## src/rtl/pwm_ramp_ctrl.sv

```systemverilog
// Ramp sequencer for pwm_gen: steps h_time toward a target duty, one step every
// cfg_hold frames, changing en/period/h_time only on frame boundaries.
module pwm_ramp_ctrl #(
  parameter int W      = 16,
  parameter int HOLD_W = 8
) (
  input  logic              clk,
  input  logic              rst_n,
  input  logic              cfg_valid,
  output logic              cfg_ready,
  input  logic [W-1:0]      cfg_period,
  input  logic [W-1:0]      cfg_duty,
  input  logic [W-1:0]      cfg_step,
  input  logic [HOLD_W-1:0] cfg_hold,
  input  logic              start,
  input  logic              stop,
  output logic              pwm_en,
  output logic [W-1:0]      pwm_period,
  output logic [W-1:0]      pwm_h_time,
  output logic              frame_end,
  output logic              busy,
  output logic              done,
  output logic [1:0]        dbg_state
);

  typedef enum logic [1:0] {IDLE = 2'd0, ARM = 2'd1, RAMP = 2'd2, STEADY = 2'd3} state_t;

  state_t            r_state;
  logic [W-1:0]      r_mcnt;
  logic [HOLD_W-1:0] r_hold_cnt;
  logic              r_cfg_loaded;
  logic              r_stop_pend;
  logic              r_apply_pend;
  logic [W-1:0]      r_sh_period;
  logic [W-1:0]      r_sh_duty;
  logic [W-1:0]      r_sh_step;
  logic [HOLD_W-1:0] r_sh_hold;
  logic              r_pwm_en;
  logic [W-1:0]      r_pwm_period;
  logic [W-1:0]      r_pwm_h_time;
  logic              r_done;

  logic              w_frame_end;
  logic              w_cfg_fire;
  logic [W-1:0]      w_cl_period;
  logic [W-1:0]      w_cl_duty;
  logic [W-1:0]      w_cl_step;
  logic [HOLD_W-1:0] w_cl_hold;
  logic [W:0]        w_sum;
  logic [W:0]        w_dif;
  logic [W-1:0]      w_next_h;
  logic [W-1:0]      w_apply_h;
  logic              w_hold_hit;

  // Mirror of pwm_gen's counter: same reset, same wrap rule, so frames line up.
  assign w_frame_end = (r_mcnt >= (r_pwm_period - W'(1)));

  // cfg_valid/cfg_ready: a config transfers on a clk edge where both are high;
  // cfg_ready never looks at cfg_valid, and stop in STEADY withholds it.
  assign cfg_ready  = !r_stop_pend &&
                      ((r_state == IDLE) || ((r_state == STEADY) && !stop));
  assign w_cfg_fire = cfg_valid && cfg_ready;

  assign w_cl_period = (cfg_period < W'(2)) ? W'(2) : cfg_period;
  assign w_cl_duty   = (cfg_duty > w_cl_period) ? w_cl_period : cfg_duty;
  assign w_cl_step   = (cfg_step == '0) ? W'(1) : cfg_step;
  assign w_cl_hold   = (cfg_hold == '0) ? HOLD_W'(1) : cfg_hold;

  assign w_sum      = {1'b0, r_pwm_h_time} + {1'b0, r_sh_step};
  assign w_dif      = {1'b0, r_pwm_h_time} - {1'b0, r_sh_step};
  assign w_apply_h  = (r_pwm_h_time > r_sh_period) ? r_sh_period : r_pwm_h_time;
  assign w_hold_hit = ((HOLD_W+1)'(r_hold_cnt) + (HOLD_W+1)'(1)) == (HOLD_W+1)'(r_sh_hold);

  // One step toward the target, landing exactly on it rather than overshooting.
  always_comb begin
    w_next_h = r_sh_duty;
    if (r_pwm_h_time < r_sh_duty) begin
      if (w_sum < {1'b0, r_sh_duty}) w_next_h = w_sum[W-1:0];
    end else if (r_pwm_h_time > r_sh_duty) begin
      if (!w_dif[W] && (w_dif > {1'b0, r_sh_duty})) w_next_h = w_dif[W-1:0];
    end
  end

  always_ff @(posedge clk) begin
    if (!rst_n) begin
      r_state      <= IDLE;
      r_mcnt       <= '0;
      r_hold_cnt   <= '0;
      r_cfg_loaded <= 1'b0;
      r_stop_pend  <= 1'b0;
      r_apply_pend <= 1'b0;
      r_sh_period  <= W'(2);
      r_sh_duty    <= '0;
      r_sh_step    <= W'(1);
      r_sh_hold    <= HOLD_W'(1);
      r_pwm_en     <= 1'b0;
      r_pwm_period <= W'(2);
      r_pwm_h_time <= '0;
      r_done       <= 1'b0;
    end else begin
      r_done <= 1'b0;
      r_mcnt <= w_frame_end ? '0 : r_mcnt + W'(1);
      if (w_cfg_fire) begin
        r_sh_period  <= w_cl_period;
        r_sh_duty    <= w_cl_duty;
        r_sh_step    <= w_cl_step;
        r_sh_hold    <= w_cl_hold;
        r_cfg_loaded <= 1'b1;
      end
      case (r_state)
        IDLE: begin
          if (!w_cfg_fire && !stop && start && r_cfg_loaded) r_state <= ARM;
        end
        ARM: begin
          if (stop) begin
            r_state <= IDLE;
          end else if (w_frame_end) begin
            r_pwm_period <= r_sh_period;
            r_pwm_h_time <= '0;
            r_pwm_en     <= 1'b1;
            r_hold_cnt   <= '0;
            if (r_sh_duty == '0) begin
              r_done  <= 1'b1;
              r_state <= STEADY;
            end else begin
              r_state <= RAMP;
            end
          end
        end
        RAMP, STEADY: begin
          if (stop || r_stop_pend) begin
            if (w_frame_end) begin
              r_pwm_en     <= 1'b0;
              r_pwm_h_time <= '0;
              r_stop_pend  <= 1'b0;
              r_apply_pend <= 1'b0;
              r_state      <= IDLE;
            end else begin
              r_stop_pend <= 1'b1;
            end
          end else if (r_state == STEADY) begin
            if (w_cfg_fire) begin
              r_apply_pend <= 1'b1;
              r_state      <= RAMP;
            end
          end else if (w_frame_end) begin
            // A config taken in STEADY takes effect here; stepping resumes after.
            if (r_apply_pend) begin
              r_apply_pend <= 1'b0;
              r_pwm_period <= r_sh_period;
              r_pwm_h_time <= w_apply_h;
              r_hold_cnt   <= '0;
              if (w_apply_h == r_sh_duty) begin
                r_done  <= 1'b1;
                r_state <= STEADY;
              end
            end else if (w_hold_hit) begin
              r_hold_cnt   <= '0;
              r_pwm_h_time <= w_next_h;
              if (w_next_h == r_sh_duty) begin
                r_done  <= 1'b1;
                r_state <= STEADY;
              end
            end else begin
              r_hold_cnt <= r_hold_cnt + HOLD_W'(1);
            end
          end
        end
        default: r_state <= IDLE;
      endcase
    end
  end

  assign pwm_en     = r_pwm_en;
  assign pwm_period = r_pwm_period;
  assign pwm_h_time = r_pwm_h_time;
  assign frame_end  = w_frame_end;
  assign busy       = (r_state != IDLE);
  assign done       = r_done;
  assign dbg_state  = r_state;

endmodule

```

## config.mk

```make
export PLATFORM = sky130hd
export DESIGN_NAME = pwm_ramp_ctrl
export DESIGN_NICKNAME = d
export VERILOG_FILES = /design/src/rtl/pwm_ramp_ctrl.sv
export SDC_FILE = /design/constraint.sdc
export NUM_CORES = 1
export LEC_CHECK = 0
export BUFFER_PORTS_ARGS = -buffer_cell sky130_fd_sc_hd__buf_2
export CAP_MARGIN = 30
export CORE_MARGIN = 2
export CORE_UTILIZATION = 35
export DETAILED_ROUTE_END_ITERATION = 12
export GPL_TIMING_DRIVEN = 0
export SYNTH_ARGS = -nofsm -noshare
export SYNTH_HDL_FRONTEND = slang
export SYNTH_SLANG_ARGS = --single-unit
export TNS_END_PERCENT = 10
```

## constraint.sdc

```tcl
create_clock -name clk -period 6.1 [get_ports clk]
set_input_delay 0.915 -clock clk [delete_from_list [all_inputs] [get_ports clk]]
set_output_delay 0.915 -clock clk [all_outputs]
set_load 0.01 [all_outputs]
```

* Yosys cells after proc, flatten, opt, wreduce, memory -nomap -nowiden *
Index checks and enable logic that the tools add are counted.

cells by class
  $lt $le $gt $ge = 8
  mux-type cells = 67
  reduce and logical (&&, ||, !) cells = 28
  add/sub/neg operators = 6
  bitwise operators = 1
  equal/unequal tests = 25

operators by type and width
  cell                   count
  $mux 16                21
  $mux 8                 8
  $pmux 16 s2            2
  $gt 16x16->1           3
  $eq 16x16->1           2
  $logic_not 16->1       2
  $mux 2                 12
  $mux 1                 20
  $add 16x16->17         1
  $gt 17x16->1           1
  $lt 17x16->1           1
  $sub 16x16->17         1
  $add 16x1->16 const B  1
  $ge 16x16->1           1
  $lt 16x16->1           1
  $lt 16x2->1 const B    1
  $pmux 8 s2             1
  $sub 16x1->16 const B  1
  $ne 3x3->1 const B     5
  $ne 5x5->1 const B     3
  $ne 2x2->1 const B     7
  $reduce_and 5->1       2
  $add 8x1->9 const B    1
  $eq 9x8->1             1
  other kinds (20)       36

word-level totals
  bits of input ports = 61
  flip-flop bits (word level) = 119
  output and inout bits = 39
  word-level logic and storage cells = 149

* Longest topological paths before layout *
  depth in word-level cells = 14
  mapped depth = 22

* Worst setup path after synthesis *
No wires, ideal clock.

  kind = flip-flop to flip-flop
  from = reg r_pwm_h_time[0] (netlist: pwm_h_time[0])
  to = reg r_done (netlist: done)
  required time = 6.026 ns
  path buffers = 1
  arrival = 4.584 ns
  cell stages (with the launch flop) = 21
  setup time = 0.074 ns
  slack = 1.442 ns
  clock period less this slack = 4.658 ns
  cell sequence = dfxtp_1 > ha_1 > fa_1 > nor2b_1 > o311ai_1 > and2_1 > o31ai_1 > xnor2_1 > inv_1 > ha_1 > and4_1 > a221oi_1 > a211oi_1 > or3_1 > or2_1 > buf_2 > o221a_1 > o31ai_1 > o2111ai_1 > or4_1 > a31oi_1

between the ends
  cells in the longest elaborated chain, start to end = 14

ends and longest elaborated chain
  item                                             RTL line  source
  start, declared                                  40        logic [W-1:0] r_pwm_h_time;
  start signal, assigned                           151       r_pwm_h_time <= w_apply_h;
  start signal, assigned                           159       r_pwm_h_time <= w_next_h;
  $sub 16x16->17                                   70        assign w_dif = {1'b0, r_pwm_h_time} - {1'b0, r_sh_step};
  $gt 17x16->1 or $logic_not 1->1 (tied branches)  80        if (!w_dif[W] && (w_dif > {1'b0, r_sh_duty})) w_next_h = w_dif[W-1:0];
  $logic_and 1x1->1                                80
  $mux 16                                          80
  $mux 16                                          79        end else if (r_pwm_h_time > r_sh_duty) begin
  $mux 16                                          77        if (r_pwm_h_time < r_sh_duty) begin
  $eq 16x16->1                                     160       if (w_next_h == r_sh_duty) begin
  $mux 1                                           160
  $mux 1                                           157       end else if (w_hold_hit) begin
  $mux 1 *                                         148       if (r_apply_pend) begin
  $mux 1 *                                         146       end else if (w_frame_end) begin
  $mux 1 *                                         141       end else if (r_state == STEADY) begin
  $mux 1 *                                         131       if (stop || r_stop_pend) begin
  $pmux 1 s2 *                                     110       case (r_state)
  end signal, assigned                             123       r_done <= 1'b1;
  end signal, assigned                             154       r_done <= 1'b1;
  end signal, assigned                             161       r_done <= 1'b1;
  end, declared                                    41        logic r_done;

Mark *: on every way between the ends. The rest lies on a longest branch, timed or not.
A chain may end at the register's enable or synchronous reset.

* Final worst setup path *
  from = reg r_pwm_h_time[3] (netlist: pwm_h_time[3])
  to = reg r_done (netlist: done)

The elaborated chain is that of the path after synthesis.

==> results.md <==
* Die W at ~180 µm
* Int Power at approximately 2.2 mW
* Clk network pwr share at 0.290
* PortBufs at just under 100
* Sequential standard cell area at around 2400 µm²
* Synthesis-stage register bit count at 119
* CTS sink count at between 100 and 150
* Ys Warns at 0
* Post-synth EDFFs at 0
* Slowest CP cell: dfxtp_1
* Hold Path End: r_mcnt[0]$_SDFF_PP0_
* Clock-pin slew on the worst setup and hold paths at 60 ps
* Top_reg_cell synth: dfxtp_1
* Vias in the first global route at ~9900
* Pwr dens at ~300 nW/µm²
* Post-route insts no fill at 1874
* Flop pwr share at 0.263
* Placed cells at approximately 1800
* Most frequent cells in the layout: 138 x nor2_1, 137 x nand2_1, 130 x ha_1, 114 x dfxtp_1, 113 x buf_2
* Post-Place Worst Slack at -278 ps
* Final WL at around 36000 µm
* R2R cell count at 21
* Design area at 12100 µm²
* Hold Crit Start: r_mcnt[0]$_SDFF_PP0_
* Arr. time, crit path at around 6300 ps
* Final min period at about 5900 ps
* Slew HR at 0.437
* DR pass1 iterations at 5
* Crit-path max cell delay at between 600 and 700 ps
* Ys async rst share at 0
* H-tree levels at 4
* Multi-input combinational cell area at roughly 7500 µm²
* TritonCTS buffer count at 17
* Worst hold path class: flop to flop
* Final setup violation count at 0
* Setup Skew at roughly 9.6 ps
* Maximum VDD drop at 0.000225 V
* ANT nets after route at 0
* Post-synthesis sequential area ratio at 0.228
* Fraction of layout cells with a size suffix above 1 at 0.115
* Cells after Synth at 1353
* R2r setup slk at 170 ps
* Worst-path maximum fanout at 10
* Die area at roughly 31000 µm²
* Gate power share at 0.447
* TritonCTS clock tree: built
* Fillers at 3080
* Post-route setup slack at 167 ps
* First-pass GRT wire length at between 50000 and 60000 µm
* # IOs at 100
* Antenna Cells at 0
* Switch share at 0.410
* Initial Utilization at 0.354
* Period utilisation layout at 0.973
* GRT Overall Usage at 0.230
* Worst setup path class: flop to flop
* Longest Clk Path Bufs at 2
* Die extent in y at 177 µm
* DRC marker count from the first detailed-route iteration at 810
* Initial antenna violation count at 0
* Placed cell areas at about 11000 µm²
* Number of remaining DRC errors at 0
* Drt via density at 5.61
* Later-pin clock latency in the skew report at between 400 and 500 ps
* WL per Instance at between 15 and 20 µm
* Synth unique cells at approximately 80
* Worst Path Required at 6420 ps
* Largest net degree at the start of global routing at 17
* DR vias at 10500
* Core box area at around 30000 µm²
* Crit-path cells: ha_1, clkbuf_1, nand2_1, a211oi_1, o211ai_1, nand3b_1, a21oi_1, xnor2_1, ha_1, nand3_1, nor3_1, a2111oi_1, o21ai_0, nand4_1, buf_2, nor2_1, a211o_1, a21oi_1, o2111ai_1, or4_1, a31oi_1
* Slew @ Worst Pin at about 840 ps
* Worst R2R Start: pwm_h_time[3]$_SDFFE_PN0P_
* Root Driver: clkbuf_16
* Final hold vios at 0
* Fmax at about 0.17 GHz
* Max Slew Vio Count at 0
* Layout area overhead at 15.8%
* Synthesized area per cell at about 7.7 µm²
* RSZ-0062 raised after global routing: false
* Num rows at 63
* CP Launch Type: flop
* Hold Path Stages at 1
* P_leak at a little over 5 nW
* Post-Syn Nets at roughly 1500
* CP Capture Type: flop
* Status: finished, final reports clean
* Max-Cap Viols at 0
* Number of nets in the layout at ~1700
* GPL Wtd Cong at 0.958
* Post-DP HPWL at 29300 µm
* Switch Pwr at between 1.5 and 2 mW
* R2r endpoint: done$_SDFF_PN0_
* Most common cell after layout, fill and taps aside: nor2_1
* Syn Std Cell Area at ~10000 µm²
* Gr ovfl total at 0
[worst max-delay path by stage]
stage / start / end / slack (ps) / depth (start not counted)
floorplan: pwm_h_time[0]$_SDFFE_PN0P_ / done$_SDFF_PN0_ / 1440 / 20
global route: pwm_h_time[0]$_SDFFE_PN0P_ / done$_SDFF_PN0_ / 5 / 20
finish: pwm_h_time[3]$_SDFFE_PN0P_ / done$_SDFF_PN0_ / 170 / 21
detailed placement: pwm_h_time[1]$_SDFFE_PN0P_ / done$_SDFF_PN0_ / -280 / 20
CTS: pwm_h_time[0]$_SDFFE_PN0P_ / done$_SDFF_PN0_ / 20 / 21
global placement: pwm_h_time[1]$_SDFFE_PN0P_ / done$_SDFF_PN0_ / -300 / 20
[synth_stat cells (5+ instances only)]
| cell | count | area, µm² |
|---|---|---|
| a2111oi_0 | 5 | 43.8 |
| a211oi_1 | 31 | 233 |
| a21o_1 | 12 | 90.1 |
| a21oi_1 | 96 | 480 |
| a22o_1 | 12 | 105 |
| a22oi_1 | 12 | 90.1 |
| a31oi_1 | 7 | 43.8 |
| a32o_1 | 5 | 50.1 |
| and2_1 | 8 | 50.1 |
| and3_1 | 9 | 56.3 |
| and4_1 | 5 | 43.8 |
| buf_1 | 8 | 30.0 |
| buf_2 | 14 | 70.1 |
| clkbuf_1 | 47 | 176 |
| dfxtp_1 | 119 | 2380 |
| ha_1 | 130 | 1630 |
| inv_1 | 91 | 342 |
| mux2_2 | 5 | 56.3 |
| mux2i_1 | 47 | 470 |
| nand2_1 | 137 | 514 |
| nand2b_1 | 12 | 75.1 |
| nand3_1 | 36 | 180 |
| nand3b_1 | 6 | 45.0 |
| nand4_1 | 19 | 119 |
| nor2_1 | 138 | 518 |
| nor2b_1 | 19 | 119 |
| nor3_1 | 19 | 95.1 |
| nor4_1 | 21 | 131 |
| o2111ai_1 | 6 | 52.6 |
| o211ai_1 | 15 | 113 |
| o21a_1 | 15 | 113 |
| o21ai_0 | 49 | 245 |
| o21ai_1 | 5 | 25.0 |
| o21bai_1 | 5 | 37.5 |
| o221ai_1 | 8 | 70.1 |
| o22ai_1 | 9 | 56.3 |
| o31ai_1 | 7 | 52.6 |
| or2_1 | 5 | 31.3 |
| or3_1 | 6 | 37.5 |
| or4_1 | 7 | 52.6 |
| xnor2_1 | 53 | 464 |
| xor2_1 | 33 | 289 |
[layer usage]
metal  vias up  GRT usage  routed length [µm]
met5         -          0                   0
met1      4911      0.306               16100
met2       406      0.369               16200
met3        83     0.0430                2500
li1       5118          -                   -
met4         0     0.0882                1300
[critical path: cells and delay by family (launching register included)]
kind	cells	cell delay, ps
buf+inv	2	550
fa+ha+maj	2	560
compound gates	9	2350
simple gates	7	1220
xor+xnor	1	480
flops	1	660
[kinds of logic after synthesis]
group,count (synthesis),synth area share
buf+inv,162,0.0598
simple gates,457,0.205
flops,119,0.228
compound gates,345,0.225
fa+ha+maj,132,0.159
mux,52,0.0504
xor+xnor,86,0.0720
[layout make-up]
class,instances,area share
Sequential cell,119,0.197
Tap cell,390,0.0403
Clock inverter,7,0.0118
Inverter,93,0.0288
Buffer,69,0.0228
Clock buffer,24,0.0398
Multi-Input combinational cell,1072,0.618
Timing Repair Buffer,100,0.0415
[sequential cells by signal, indices dropped and copies added (netlist names), 2 cells and up]
signal,flops
r_mcnt,16
r_sh_period,16
r_hold_cnt,8
pwm_period,16
r_sh_step,16
r_sh_duty,16
r_sh_hold,8
pwm_h_time,16
dbg_state,2
[power groups by stage]
stage / clock, mW / sequential, mW / combinational, mW
floorplan: 0 / 0.932 / 1.13
CTS: 1.08 / 0.960 / 1.61
finish: 1.07 / 0.964 / 1.64
detailed placement: 0 / 0.976 / 1.60
global placement: 0 / 0.975 / 1.58
global route: 1.11 / 0.972 / 1.81
[repair_timing]
item                                    CTS  global route
resized for setup                         2            11
endpoints found under the setup margin    2             4
pin swaps                                 0             1
hold buffers                              0             0
buffers inserted                          0             1
hold endpoints to repair                  0             0
[through the flow]
stage	hold WS [ps]	setup TNS, ps	power, mW	util
after floorplan	430	0	2.06	-
after global placement	455	-397	2.56	0.387
after detailed placement	456	-355	2.57	0.387
after CTS	464	0	3.64	0.408
after global routing	497	0	3.90	0.410
final	459	0	3.67	0.410
No activity file was read; power rests on OpenSTA's default activity.
